### config.mk
export PLATFORM = sky130hd
export DESIGN_NAME = lsu_mem_initiator
export DESIGN_NICKNAME = d
export VERILOG_FILES = /design/src/rtl/lsu_mem_initiator.sv
export SDC_FILE = /design/constraint.sdc
export NUM_CORES = 1
export LEC_CHECK = 0
export BUFFER_PORTS_ARGS = -buffer_cell sky130_fd_sc_hd__buf_2
export CAP_MARGIN = 40
export CORE_ASPECT_RATIO = 1.2
export CORE_MARGIN = 2
export CORE_UTILIZATION = 39
export DETAILED_ROUTE_END_ITERATION = 10
export SYNTH_ARGS = -nofsm -noshare
export SYNTH_HDL_FRONTEND = slang
export SYNTH_SLANG_ARGS = --single-unit
### constraint.sdc
create_clock -name clk -period 7.5 [get_ports clk]
set_input_delay 0.75 -clock clk [delete_from_list [all_inputs] [get_ports clk]]
set_output_delay 0.75 -clock clk [all_outputs]
set_load 0.01 [all_outputs]
### src/rtl/lsu_mem_initiator.sv
// Load/store initiator for the data-memory port: aligned accesses go out as one native beat,
// misaligned half/word accesses are split into byte beats and reassembled locally.
module lsu_mem_initiator #(
    parameter bit SPLIT_MISALIGNED = 1'b1
) (
    input  logic        clk,
    input  logic        rst,
    input  logic        req_valid,
    output logic        req_ready,
    input  logic        req_we,
    input  logic [2:0]  req_funct3,
    input  logic [31:0] req_addr,
    input  logic [31:0] req_wdata,
    output logic        rsp_valid,
    output logic [31:0] rsp_rdata,
    output logic        rsp_err,
    output logic        DMWr,
    output logic [2:0]  DMCtrl,
    output logic [31:0] Address,
    output logic [31:0] DataWr,
    input  logic [31:0] DataRd
);

    localparam int unsigned AW = 32;
    localparam int unsigned DW = 32;

    typedef enum logic [1:0] {IDLE, ACCESS, SPLIT, RESP} state_t;

    state_t          state, state_n;
    logic            we_q, we_n;
    logic [2:0]      f3_q, f3_n;
    logic [AW-1:0]   addr_q, addr_n;
    logic [DW-1:0]   wdata_q, wdata_n;
    logic [DW-1:0]   asm_q, asm_n;
    logic            err_q, err_n;
    logic [1:0]      k_q, k_n;
    logic [1:0]      last_k;
    logic            illegal, misaligned;

    logic            ready_n, rsp_valid_n, rsp_err_n, dmwr_n;
    logic [DW-1:0]   rsp_rdata_n, datawr_n;
    logic [2:0]      dmctrl_n;
    logic [AW-1:0]   address_n;

    // Sign/zero extension of a locally assembled value by access size.
    function automatic logic [DW-1:0] extend(input logic [DW-1:0] v, input logic [2:0] f3);
        case (f3)
            3'b000:  extend = {{24{v[7]}}, v[7:0]};
            3'b100:  extend = {24'b0, v[7:0]};
            3'b001:  extend = {{16{v[15]}}, v[15:0]};
            3'b101:  extend = {16'b0, v[15:0]};
            default: extend = v;
        endcase
    endfunction

    assign illegal = (req_funct3 == 3'b011) || (req_funct3 == 3'b110) ||
                     (req_funct3 == 3'b111) || (req_we && req_funct3[2]);
    assign misaligned = ((req_funct3[1:0] == 2'b01) && req_addr[0]) ||
                        ((req_funct3 == 3'b010) && (req_addr[1:0] != 2'b00));
    assign last_k = f3_q[1] ? 2'd3 : 2'd1;

    // Next state, request capture, load assembly and next registered outputs.
    always_comb begin
        state_n     = state;
        we_n        = we_q;
        f3_n        = f3_q;
        addr_n      = addr_q;
        wdata_n     = wdata_q;
        asm_n       = asm_q;
        err_n       = err_q;
        k_n         = k_q;
        ready_n     = 1'b0;
        rsp_valid_n = 1'b0;
        rsp_err_n   = 1'b0;
        rsp_rdata_n = '0;
        dmwr_n      = 1'b0;
        dmctrl_n    = 3'b000;
        address_n   = '0;
        datawr_n    = '0;

        case (state)
            IDLE: begin
                if (req_valid && req_ready) begin
                    we_n    = req_we;
                    f3_n    = req_funct3;
                    addr_n  = req_addr;
                    wdata_n = req_wdata;
                    asm_n   = '0;
                    k_n     = 2'd0;
                    err_n   = 1'b0;
                    if (illegal) begin
                        state_n = RESP;
                        err_n   = 1'b1;
                    end else if (misaligned) begin
                        if (SPLIT_MISALIGNED) begin
                            state_n = SPLIT;
                        end else begin
                            state_n = RESP;
                            err_n   = 1'b1;
                        end
                    end else begin
                        state_n = ACCESS;
                    end
                end
            end
            ACCESS: begin
                asm_n   = DataRd;
                state_n = RESP;
            end
            SPLIT: begin
                asm_n[{k_q, 3'b000} +: 8] = DataRd[7:0];
                if (k_q == last_k) begin
                    state_n = RESP;
                end else begin
                    k_n = k_q + 2'd1;
                end
            end
            RESP:    state_n = IDLE;
            default: state_n = IDLE;
        endcase

        // Outputs are decoded from the upcoming state so every port pin comes straight from a flop.
        ready_n = (state_n == IDLE);
        case (state_n)
            ACCESS: begin
                dmwr_n    = we_n;
                dmctrl_n  = f3_n;
                address_n = addr_n;
                datawr_n  = wdata_n;
            end
            SPLIT: begin
                dmwr_n    = we_n;
                address_n = addr_n + AW'(k_n);
                datawr_n  = {24'b0, wdata_n[{k_n, 3'b000} +: 8]};
            end
            RESP: begin
                rsp_valid_n = 1'b1;
                rsp_err_n   = err_n;
                rsp_rdata_n = (err_n || we_n) ? '0 : extend(asm_n, f3_n);
            end
            default: ;
        endcase
    end

    always_ff @(posedge clk or posedge rst) begin
        if (rst) begin
            state     <= IDLE;
            we_q      <= 1'b0;
            f3_q      <= 3'b000;
            addr_q    <= '0;
            wdata_q   <= '0;
            asm_q     <= '0;
            err_q     <= 1'b0;
            k_q       <= 2'd0;
            req_ready <= 1'b1;
            rsp_valid <= 1'b0;
            rsp_rdata <= '0;
            rsp_err   <= 1'b0;
            DMWr      <= 1'b0;
            DMCtrl    <= 3'b000;
            Address   <= '0;
            DataWr    <= '0;
        end else begin
            state     <= state_n;
            we_q      <= we_n;
            f3_q      <= f3_n;
            addr_q    <= addr_n;
            wdata_q   <= wdata_n;
            asm_q     <= asm_n;
            err_q     <= err_n;
            k_q       <= k_n;
            req_ready <= ready_n;
            rsp_valid <= rsp_valid_n;
            rsp_rdata <= rsp_rdata_n;
            rsp_err   <= rsp_err_n;
            DMWr      <= dmwr_n;
            DMCtrl    <= dmctrl_n;
            Address   <= address_n;
            DataWr    <= datawr_n;
        end
    end

endmodule

==> metrics.yaml, run 1 <==
routing:
  route.detailed.drc: 0
  drt_first_pass_iters: 5
  drt_first_iter_violations: 421
  final_antenna_net_count: 0
  wl_per_cell_um: 18.81
  vias: 7278
  wirelength_mm: 25.79
  routed_via_density: 5.309
synthesis:
  seq_area_frac_synth_pct: 56.06
  mappedNetlistArea_um2: 9288
  synthMuxAreaShare_pct: 7.746
  synth_edf_count: 0
  avgSynthCellArea_um2: 11.07
  synth-seq-cells: 208
  async_flop_share_pct: 100.0
  synthFlopType: "dfrtp_1"
  synthAdderAreaFrac_pct: 2.236
  syn_inst: 839
  yosys_warnings: 0
  synth_compound_area_share_pct: 15.02
  yosys.area_share.simple_pct: 13.54
  synth_nets: 958
  synth_top_family_by_area: "compound AO/OA/AOI/OAI gates"
  synth_xor_area_share_pct: 1.132
  synth_cell_type_count: 59
grt:
  gr-usage-all-layers_pct: 20.48
  grt_pass1_wl_mm: 40.58
  grt_pass1_vias: 7449
  grt-busiest-layer: "met2"
  gr-total-overflow: 0
  antenna_found_initial: 2
  met2_usage_pct: 34.24
  grtUsageMet3_pct: 3.877
  grt_max_degree: 115
  met1_usage_pct: 27.36
timing:
  rsz0062_at_grt: "no"
  setup_ws_ns: 2.864
  worstMarginPinSlew_ns: 0.8941
  setup_violations: 0
  fmax_mhz: 215.7
  final_max_slew_viol_count: 0
  final.min_clock_period_ns: 4.636
  finalClockSkew_ns: 0.008509
  finalCritPeriodShare_pct: 61.81
  hold_viol: 0
  tns_ns: 0
  max_slew_margin_pct: 40.03
clock_tree:
  cts_sinks: 208
  clk_path_buf_depth: 3
  clkTransAtPathRegs_ns: 0.07
  clk_latency_ns: 0.50
  cts_buffers: 23
  cts_tree: "built"
  clock-root-buffer: "clkbuf_16"
  cts-resized-gates: 0
  holdBufCountCts: 0
  h-tree-depth: 1
  cts_setup_buffers: 0
critical_path:
  crit_required_ns: 7.92
  critPathTopFamily: "simple AND/OR/NAND/NOR gates"
  cp_cell_sequence: "inv_1 > ha_1 > a21boi_0 > buf_4 > o21ai_1 > nand2_1 > inv_1 > fa_1 > nor4_2 > o22ai_1 > or4_1 > o211ai_1"
  slowest_stage: "nor4_2"
  setup.worst_path.end_class: "flip-flop"
  rrSetupSlack_ns: 2.86
  path_max_fanout: 13
  critPathMostFrequentCell: "inv_1"
  cp_data_arrival_time_ns: 5.05
  slowest_delay_ns: 0.64
  timing.critical_path.buf_inv: 3
  critPathKind: "flip-flop to flip-flop"
  cp-start-kind: "flip-flop"
final_layout:
  multi_input_area_um2: 3690
  regArea_um2: 5206
  fin_nets: 1158
  final_cell_area_um2: 11460
  area_growth_pct: 23.39
  stdcell_count: 1371
  num-fill-cells: 2160
  layout-drive-gt1-share_pct: 27.20
floorplan:
  die_y_um: 173.1
  ioPinCount: 206
  die_x_um: 144.9
  rows: 61
  die_area_um2: 25070
  fp.coreArea_um2: 23280
  initial_core_util_pct: 39.90
place:
  io_buffers: 205
  post_dp_cell_area_um2: 10690
  dp_slack_ns: 2.892
  dp.cells: 1329
  hpwl_mm: 18.20
  gp_congestion: 0.8457
power:
  ir_drop_mv: 0.1887
  total_power_uw: 4965
  leakage_uw: 0.005604
  power_density_nw_per_um2: 433.3
outcome:
  outcome: "finished clean"
flow_run:
  drv_cap: 0
hold_path:
  hp-class: "primary input to async pin"
through the flow:
step,hold WS [ns],util [%]
3_5_place_dp,0.4727,45.92
4_1_cts,0.1779,49.22
6_report,0.1890,49.23
2_1_floorplan,0.4466,-
5_1_grt,0.1912,49.22
3_3_place_gp,0.4677,45.51
worst reg2reg max path, delay by kind of cell (launching register included):
family / cells / cell delay [ns]
buf+inv: 3 / 0.50
simple gates: 3 / 1.76
fa+ha+maj: 2 / 0.89
flops: 1 / 0.43
compound gates: 4 / 0.96
power breakdown:
part	internal, µW	total, µW	switching (µW)	leakage (µW)
Clock	687	1140	454	0.000369
Combinational	781	2130	1350	0.00250
Sequential	1530	1690	164	0.00273
Total	3000	4970	1970	0.00560
routing by layer:
layer	up-vias	share of wire [%]
met2	257	49
met5	-	0.035
met3	34	6.3
met4	2	2.0
li1	3425	-
met1	3560	43
registers in the layout (all words and copies together), names as in the netlist, 2 cells and up:
name	count
DataWr	32
state	2
f3_q	3
Address	32
asm_q	32
DMCtrl	3
wdata_q	32
addr_q	32
rsp_rdata	32
k_q	2
synthesized netlist by cell type, drive strengths merged, types with 3 or more instances:
library cell | instances | share of area, %
o31ai | 8 | 0.70
a32oi | 25 | 2.4
buf | 20 | 1.0
and3b | 3 | 0.28
nor3 | 22 | 1.2
dfrtp | 207 | 56
a21o | 3 | 0.24
o2bb2ai | 23 | 2.2
nand2 | 54 | 2.2
o221ai | 7 | 0.66
o31a | 4 | 0.38
inv | 56 | 2.3
and3 | 6 | 0.40
o211ai | 10 | 0.81
mux2 | 20 | 2.4
nor2 | 72 | 2.9
or3 | 7 | 0.47
nand4 | 15 | 1.0
mux2i | 49 | 5.3
a221o | 6 | 0.65
clkbuf | 24 | 0.97
o32ai | 6 | 0.57
o21a | 6 | 0.48
a211oi | 4 | 0.32
or4 | 5 | 0.40
xnor2 | 10 | 0.94
ha | 15 | 2.0
nand3 | 15 | 0.86
a22o | 8 | 0.75
o21ai | 19 | 1.0
nor2b | 12 | 0.81
a211o | 4 | 0.38
nor4 | 11 | 0.88
a21oi | 26 | 1.4
o22ai | 14 | 0.94
and2 | 22 | 1.5
path summary, 6_finish.rpt:
| path | startpoint | to | cells after the start |
|---|---|---|---|
| setup / recovery | state[0] | Address[24] | 12 |
| hold / removal | rst | rsp_rdata[4] | 2 |
| setup reg to reg | state[0] | Address[24] | 12 |
| hold reg to reg | wdata_q[1] | wdata_q[1] | 2 |
| max in group asynchronous | rst | addr_q[22] | 4 |
| min in group clk | wdata_q[1] | wdata_q[1] | 2 |
cells in the final DEF (no fill, tap or decap), types with 5 or more instances in the layout:
cell type,netlist,final
o32ai_1,6,6
o21ai_0,16,16
ha_1,15,15
o21a_1,6,6
a32oi_1,25,25
o31ai_1,7,7
and2_1,22,22
a22o_1,8,8
mux2_2,20,20
nor2_1,72,72
or3_1,7,7
o211ai_1,10,10
buf_2,11,205
clkbuf_16,0,23
a21oi_1,26,26
nor3_1,22,22
clkbuf_1,24,6
nand3_1,14,14
nor4_1,9,9
xnor2_1,10,10
dfrtp_1,207,207
nand2_1,54,54
a221o_1,6,6
buf_4,2,9
nor2b_1,12,12
o22ai_1,14,14
mux2i_1,48,48
inv_1,56,55
o221ai_1,7,7
and3_1,6,5
or4_1,5,5
nand4_1,15,15
o2bb2ai_1,23,23
clkbuf_8,0,5
layout make-up:
class                   count  share of cell area [%]
clock inverters             7                  0.8735
well taps                 315                   3.439
diodes                      1                 0.02184
inverters                  56                   1.900
repair buffers            219                   10.32
flip-flops and latches    208                   45.43
clock buffers              34                   5.819
multi-input cells         531                   32.20
cell families (layout without fill, tap and decap cells):
group,count (synthesis),count (layout)
other,0,1
AND/OR/NAND/NOR,250,250
buffers and inverters,100,316
XOR/XNOR,12,12
multiplexers,69,69
adder cells (fa/ha/maj),16,16
flip-flops,208,208
AO/OA/AOI/OAI,184,184
(Power assumes the default switching activity.)
==> run 2, diff against run 1 <==
==> constraint.sdc (replaced) <==
create_clock -name clk -period 4.4 [get_ports clk]
set_input_delay 0.44 -clock clk [delete_from_list [all_inputs] [get_ports clk]]
set_output_delay 0.44 -clock clk [all_outputs]
set_load 0.01 [all_outputs]
==> run 2 against run 1 <==
First-iteration DRC count is 8.8% lower. Design area up 0.67%. Worst setup slack worse by 2.4 ns. Combinational power rose by 72%. Via count grew 0.37%.
==> metrics.yaml, run 2 (synthesized netlist as in run 1, its figures left out) <==
floorplan:
  ioPinCount: 206  # unchanged
  die_x_um: 144.9  # unchanged
  rows: 61  # unchanged
  fp.coreArea_um2: 23280  # unchanged
  initial_core_util_pct: 39.90  # unchanged
  die_area_um2: 25070  # unchanged
  die_y_um: 173.1  # unchanged
grt:
  gr-usage-all-layers_pct: 20.01  # -0.47 points
  grt_pass1_vias: 7196  # -3.4%
  grt_pass1_wl_mm: 39.41  # -2.9%
  gr-total-overflow: 0  # unchanged
  antenna_found_initial: 3  # +1
  grt_max_degree: 140  # +22%
clock_tree:
  cts_tree: "built"
  cts_sinks: 208  # unchanged
  clk_latency_ns: 0.50  # about the same
  cts_buffers: 22  # -4.3%
  clkTransAtPathRegs_ns: 0.06  # about the same
  cts_setup_buffers: 0  # unchanged
  holdBufCountCts: 0  # unchanged
  h-tree-depth: 1  # unchanged
  cts-resized-gates: 0  # unchanged
  clock-root-buffer: "clkbuf_16"
  clk_path_buf_depth: 3  # unchanged
critical_path:
  slowest_stage: "or4b_4"
  setup.worst_path.end_class: "flip-flop"
  cp_cell_sequence: "inv_1 > ha_1 > a21boi_0 > buf_4 > o21ai_1 > buf_4 > nand2_1 > ha_1 > a21oi_1 > or4b_4 > a21o_1 > buf_4 > or4_1 > a32o_1"
  critPathKind: "flip-flop to flip-flop"
  cp_data_arrival_time_ns: 4.29  # -0.76 ns
  slowest_delay_ns: 0.57  # -0.07 ns
  path_max_fanout: 13  # unchanged
  cp-start-kind: "flip-flop"
  crit_required_ns: 4.79  # -3.13 ns
  critPathMostFrequentCell: "buf_4"
routing:
  drt_first_iter_violations: 384  # -8.8%
  wirelength_mm: 25.67  # -0.47%
  routed_via_density: 5.293  # -0.28%
  final_antenna_net_count: 0  # unchanged
  wl_per_cell_um: 18.60  # -1.1%
  vias: 7305  # +0.37%
  route.detailed.drc: 0  # unchanged
  drt_first_pass_iters: 5  # unchanged
final_layout:
  num-fill-cells: 2152  # -0.37%
  area_growth_pct: 24.21
  final_common_cell: "dfrtp_1"
  final_cell_area_um2: 11540  # +0.67%
  multi_input_area_um2: 3690  # unchanged
  fin_nets: 1166  # +0.69%
  final_core_util_pct: 49.56  # +0.33 points
  regArea_um2: 5206  # unchanged
  final_cell_mix: "dfrtp_1 (207), buf_2 (205), nor2_1 (72)"
  layout-drive-gt1-share_pct: 27.75  # +0.55 points
timing:
  max_slew_margin_pct: 36.29  # -3.7 points
  setup_violations: 0  # unchanged
  final_max_slew_viol_count: 0  # unchanged
  finalClockSkew_ns: 0.008990  # +0.0004814 ns
  final.min_clock_period_ns: 3.901  # -0.7350 ns
  hold_viol: 0  # unchanged
  holdWs_ns: 0.1246  # -0.06442 ns
  finalCritPeriodShare_pct: 88.66  # +27 points
  rsz0062_at_grt: "no"
  fmax_mhz: 256.4  # +19%
  worstMarginPinSlew_ns: 0.9557  # +0.06161 ns
  tns_ns: 0  # unchanged
power:
  ir_drop_mv: 0.4519  # +140%
  clock_power_share_pct: 23.6  # +0.6 points
  power_switching_share_pct: 39.02  # -0.64 points
  cell_internal_pwr_uw: 5219  # +74%
  p_sw_uw: 3339  # +70%
  leakage_uw: 0.005656  # +0.94%
  power_density_nw_per_um2: 741.8  # +71%
  seqPwrFrac_pct: 33.7  # -0.4 points
  comb_power_share_pct: 42.7  # -0.2 points
flow_run:
  drv_cap: 0  # unchanged
place:
  hpwl_mm: 18.16  # -0.21%
  io_buffers: 205  # unchanged
  post_dp_cell_area_um2: 10740  # +0.49%
  gp_congestion: 0.8126  # -3.9%
outcome:
  outcome: "finished clean"
hold_path:
  hp-class: "primary input to async pin"
[run 2: changes by cell type in the layout (fill, tap and decap cells not counted), sizes merged]
cell | previous run | this run
clkbuf | 34 | 33
diode | 1 | 2
clkinv | 2 | 3
inv | 57 | 55
buf | 219 | 228
bufinv | 2 | 4
clkinvlp | 2 | 1
[run 2: power groups by stage]
stage | clock network [µW] | registers, µW | logic, µW
2_1_floorplan | 0 | 2970 | 2370
3_3_place_gp | 0 | 2910 | 3600
3_5_place_dp | 0 | 2910 | 3660
4_1_cts | 2060 | 2880 | 3680
5_1_grt | 2140 | 2950 | 4050
6_report | 2020 | 2880 | 3660
[run 2: final cells by class]
type                    instances  share of cell area (%)
flip-flops and latches        208                   45.13
clock buffers                  33                   5.662
diodes                          2                 0.04338
clock inverters                 7                   1.171
multi-input cells             531                   31.98
well taps                     315                   3.416
repair buffers                228                   10.74
inverters                      56                   1.855
[run 2: path summary, 6_finish.rpt]
kind                            start           to  slack (ns)  cells after the start
setup reg to reg             state[0]  Address[27]        0.50                     14
max in group asynchronous         rst  wdata_q[19]        3.60                      3
hold / removal                    rst   Address[4]        0.12                      3
min in group clk               req_we         we_q        0.18                      3
setup / recovery             state[0]  Address[27]        0.50                     14
hold reg to reg            wdata_q[0]   wdata_q[0]        0.49                      2
[run 2: metal layers]
layer,share of wire [%],GRT usage [%],vias up,wire (µm)
met2,48,32.65,251,12340
met4,2.9,6.756,2,738
li1,-,-,3448,-
met3,6.4,3.711,50,1651
met1,43,26.71,3554,10930
met5,0.051,0,-,13
[run 2: per-stage QoR]
| step | total power, µW | std cells | setup slack [ns] |
|---|---|---|---|
| finish | 8558 | 1380 | 0.4991 |
| global placement | 6510 | 1336 | 0.6966 |
| global route | 9139 | 1378 | 0.2015 |
| CTS | 8625 | 1378 | 0.5014 |
| floorplan | 5338 | 839 | 0.1674 |
| detailed placement | 6568 | 1338 | 0.5465 |
[run 2: worst max-delay path, delay by kind of cell, from the launching register on]
kind / cells / cell delay [ns]
buffers and inverters: 4 / 0.63
adders and majority gates: 2 / 0.62
AOI/OAI and AO/OA: 5 / 0.92
DFF: 1 / 0.41
and+or+nand+nor: 3 / 1.20
==> run 3, diff against run 2 <==
--- a/config.mk
+++ b/config.mk
@@ -5,11 +5,12 @@
 export SDC_FILE = /design/constraint.sdc
 export NUM_CORES = 1
 export LEC_CHECK = 0
-export BUFFER_PORTS_ARGS = -buffer_cell sky130_fd_sc_hd__buf_2
+export BUFFER_PORTS_ARGS = -buffer_cell sky130_fd_sc_hd__clkbuf_2
 export CAP_MARGIN = 40
 export CORE_ASPECT_RATIO = 1.2
 export CORE_MARGIN = 2
 export CORE_UTILIZATION = 39
+export CTS_CLUSTER_SIZE = 28
 export DETAILED_ROUTE_END_ITERATION = 10
 export SYNTH_ARGS = -nofsm -noshare
 export SYNTH_HDL_FRONTEND = slang
==> run 3 against run 2 <==
Sequential share of layout area fell by 0.16 points. Count of clock-buffer cells in the layout fell by 1. Die area did not move. Fmax rose by 0.40%. Cell count rose by 0.14%. Critical path depth fell by 2. Design area rose by 0.35%. Core utilization rose by 0.17 points. Critical endpoint unchanged. Worst setup slack improved by 0.016 ns. Largest cell class unchanged. Combinational power barely moved. Routed wire length rose by 0.38%.
==> metrics.yaml, run 3 (synthesized netlist as in run 1, its figures left out) <==
routing:
  wl_per_cell_um: 18.64  # +0.23%
  wirelength_mm: 25.76  # +0.38%
  routed_via_density: 5.310  # +0.31%
  drt_first_pass_iters: 4  # -1
  drt_first_iter_violations: 403  # +4.9%
  vias: 7338  # +0.45%
  final_antenna_net_count: 0  # unchanged
  route.detailed.drc: 0  # unchanged
timing:
  worstMarginPinSlew_ns: 0.7464  # -0.2093 ns
  final_max_slew_viol_count: 0  # unchanged
  finalCritPeriodShare_pct: 88.30  # -0.35 points
  tns_ns: 0  # unchanged
  finalClockSkew_ns: 0.01044  # +0.001445 ns
  fmax_mhz: 257.4  # +0.40%
  hold_viol: 0  # unchanged
  max_slew_margin_pct: 49.90  # +14 points
  setup_violations: 0  # unchanged
  rsz0062_at_grt: "no"
  final.min_clock_period_ns: 3.885  # -0.01556 ns
floorplan:
  die_area_um2: 25070  # unchanged
  rows: 61  # unchanged
  die_x_um: 144.9  # unchanged
  initial_core_util_pct: 39.90  # unchanged
  fp.coreArea_um2: 23280  # unchanged
  die_y_um: 173.1  # unchanged
  ioPinCount: 206  # unchanged
place:
  dp.cells: 1338  # unchanged
  io_buffers: 205  # unchanged
  gp_congestion: 0.8322  # +2.4%
  post_dp_cell_area_um2: 10730  # -0.14%
  hpwl_mm: 18.22  # +0.32%
power:
  ir_drop_mv: 0.4735  # +4.8%
  power_density_nw_per_um2: 749.7  # +1.1%
  total_power_uw: 8678  # +1.4%
  leakage_uw: 0.005613  # -0.76%
clock_tree:
  cts-resized-gates: 0  # unchanged
  clkTransAtPathRegs_ns: 0.06  # about the same
  cts_buffers: 24  # +9.1%
  clk_path_buf_depth: 3  # unchanged
  clk_latency_ns: 0.51  # about the same
  cts_sinks: 208  # unchanged
  h-tree-depth: 1  # unchanged
  clock-root-buffer: "clkbuf_16"
  cts_setup_buffers: 0  # unchanged
  holdBufCountCts: 0  # unchanged
  cts_tree: "built"
final_layout:
  layout-drive-gt1-share_pct: 28.12  # +0.36 points
  stdcell_count: 1382  # +0.14%
  final_cell_area_um2: 11580  # +0.35%
  num-fill-cells: 2123  # -1.3%
  area_growth_pct: 24.64
  fin_nets: 1168  # +0.17%
  final_common_cell: "dfrtp_1"
  final_cell_mix: "dfrtp_1 (207), clkbuf_2 (205), nor2_1 (72)"
  multi_input_area_um2: 3690  # unchanged
  n_antenna_cell: 0  # -2
  regArea_um2: 5206  # unchanged
critical_path:
  setup.worst_path.end_class: "flip-flop"
  cp_cell_sequence: "inv_1 > ha_1 > nand3_2 > mux2i_1 > inv_1 > ha_1 > a21oi_1 > or4b_4 > a21o_1 > buf_4 > or4_1 > a32o_1"
  slowest_delay_ns: 0.56  # about the same
  timing.critical_path.buf_inv: 3  # -1
  timing.rr.end: "Address[27]"
  reg2reg_from: "state[0]"
  rrSetupSlack_ns: 0.51  # +0.02 ns
  path_max_fanout: 13  # unchanged
  critPathTopFamily: "simple AND/OR/NAND/NOR gates"
  crit_required_ns: 4.80  # about the same
  cp-start-kind: "flip-flop"
  critPathKind: "flip-flop to flip-flop"
  slowest_stage: "or4b_4"
  reg2reg_depth: 12  # -2
  cp_data_arrival_time_ns: 4.29  # about the same
outcome:
  outcome: "finished clean"
grt:
  gr-usage-all-layers_pct: 20.19  # +0.18 points
  grt_pass1_wl_mm: 39.91  # +1.3%
  grt_pass1_vias: 7333  # +1.9%
  antenna_found_initial: 0  # -3
  grt_max_degree: 117  # -16%
  gr-total-overflow: 0  # unchanged
hold_path:
  hp-class: "primary input to async pin"
flow_run:
  drv_cap: 0  # unchanged
-- run 3: per-layer routing --
| layer | global-route usage, % | routed length [µm] | vias up |
|---|---|---|---|
| met5 | 0 | 0 | - |
| met4 | 5.866 | 643 | 0 |
| met3 | 3.932 | 1916 | 45 |
| met2 | 33.53 | 12610 | 288 |
| met1 | 26.69 | 10590 | 3553 |
| li1 | - | - | 3452 |
-- run 3: worst max path at each step --
stage | cells after the start | start | end
after floorplan | 17 | state[0] | Address[24]
after detailed placement | 12 | state[0] | Address[27]
after global placement | 14 | state[0] | Address[27]
after global routing | 14 | state[0] | Address[26]
final | 12 | state[0] | Address[27]
after CTS | 12 | state[0] | Address[27]
-- run 3: worst reg2reg max path, stage by stage, from the launching register on --
cell and delay [ns]:
dfrtp_1 0.41, inv_1 0.14, ha_1 0.31, nand3_2 0.29
mux2i_1 0.38, inv_1 0.13, ha_1 0.30, a21oi_1 0.12
or4b_4 0.56, a21o_1 0.19, buf_4 0.18, or4_1 0.50
a32o_1 0.27
-- run 3: power breakdown --
group	leakage (µW)	internal, µW	switching (µW)
sequential	0.00273	2600	288
clock	0.000410	1310	807
combinational	0.00247	1340	2320
total	0.00561	5260	3420
-- run 3: area by class of cell --
cell class,instances,share of cell area (%)
multi-input cells,531,31.87
clock inverters,12,1.524
clock buffers,32,5.804
well taps,315,3.405
flip-flops and latches,208,44.97
inverters,56,1.848
repair buffers,228,10.57
-- run 3: through the flow --
stage	setup slack (ns)	utilization, %	hold WS [ns]
after global placement	0.6769	46.08	0.4693
after global routing	0.2539	49.73	0.1540
after floorplan	0.1674	-	0.4466
after CTS	0.5063	49.73	0.1332
final	0.5146	49.73	0.08755
after detailed placement	0.5551	46.08	0.4772
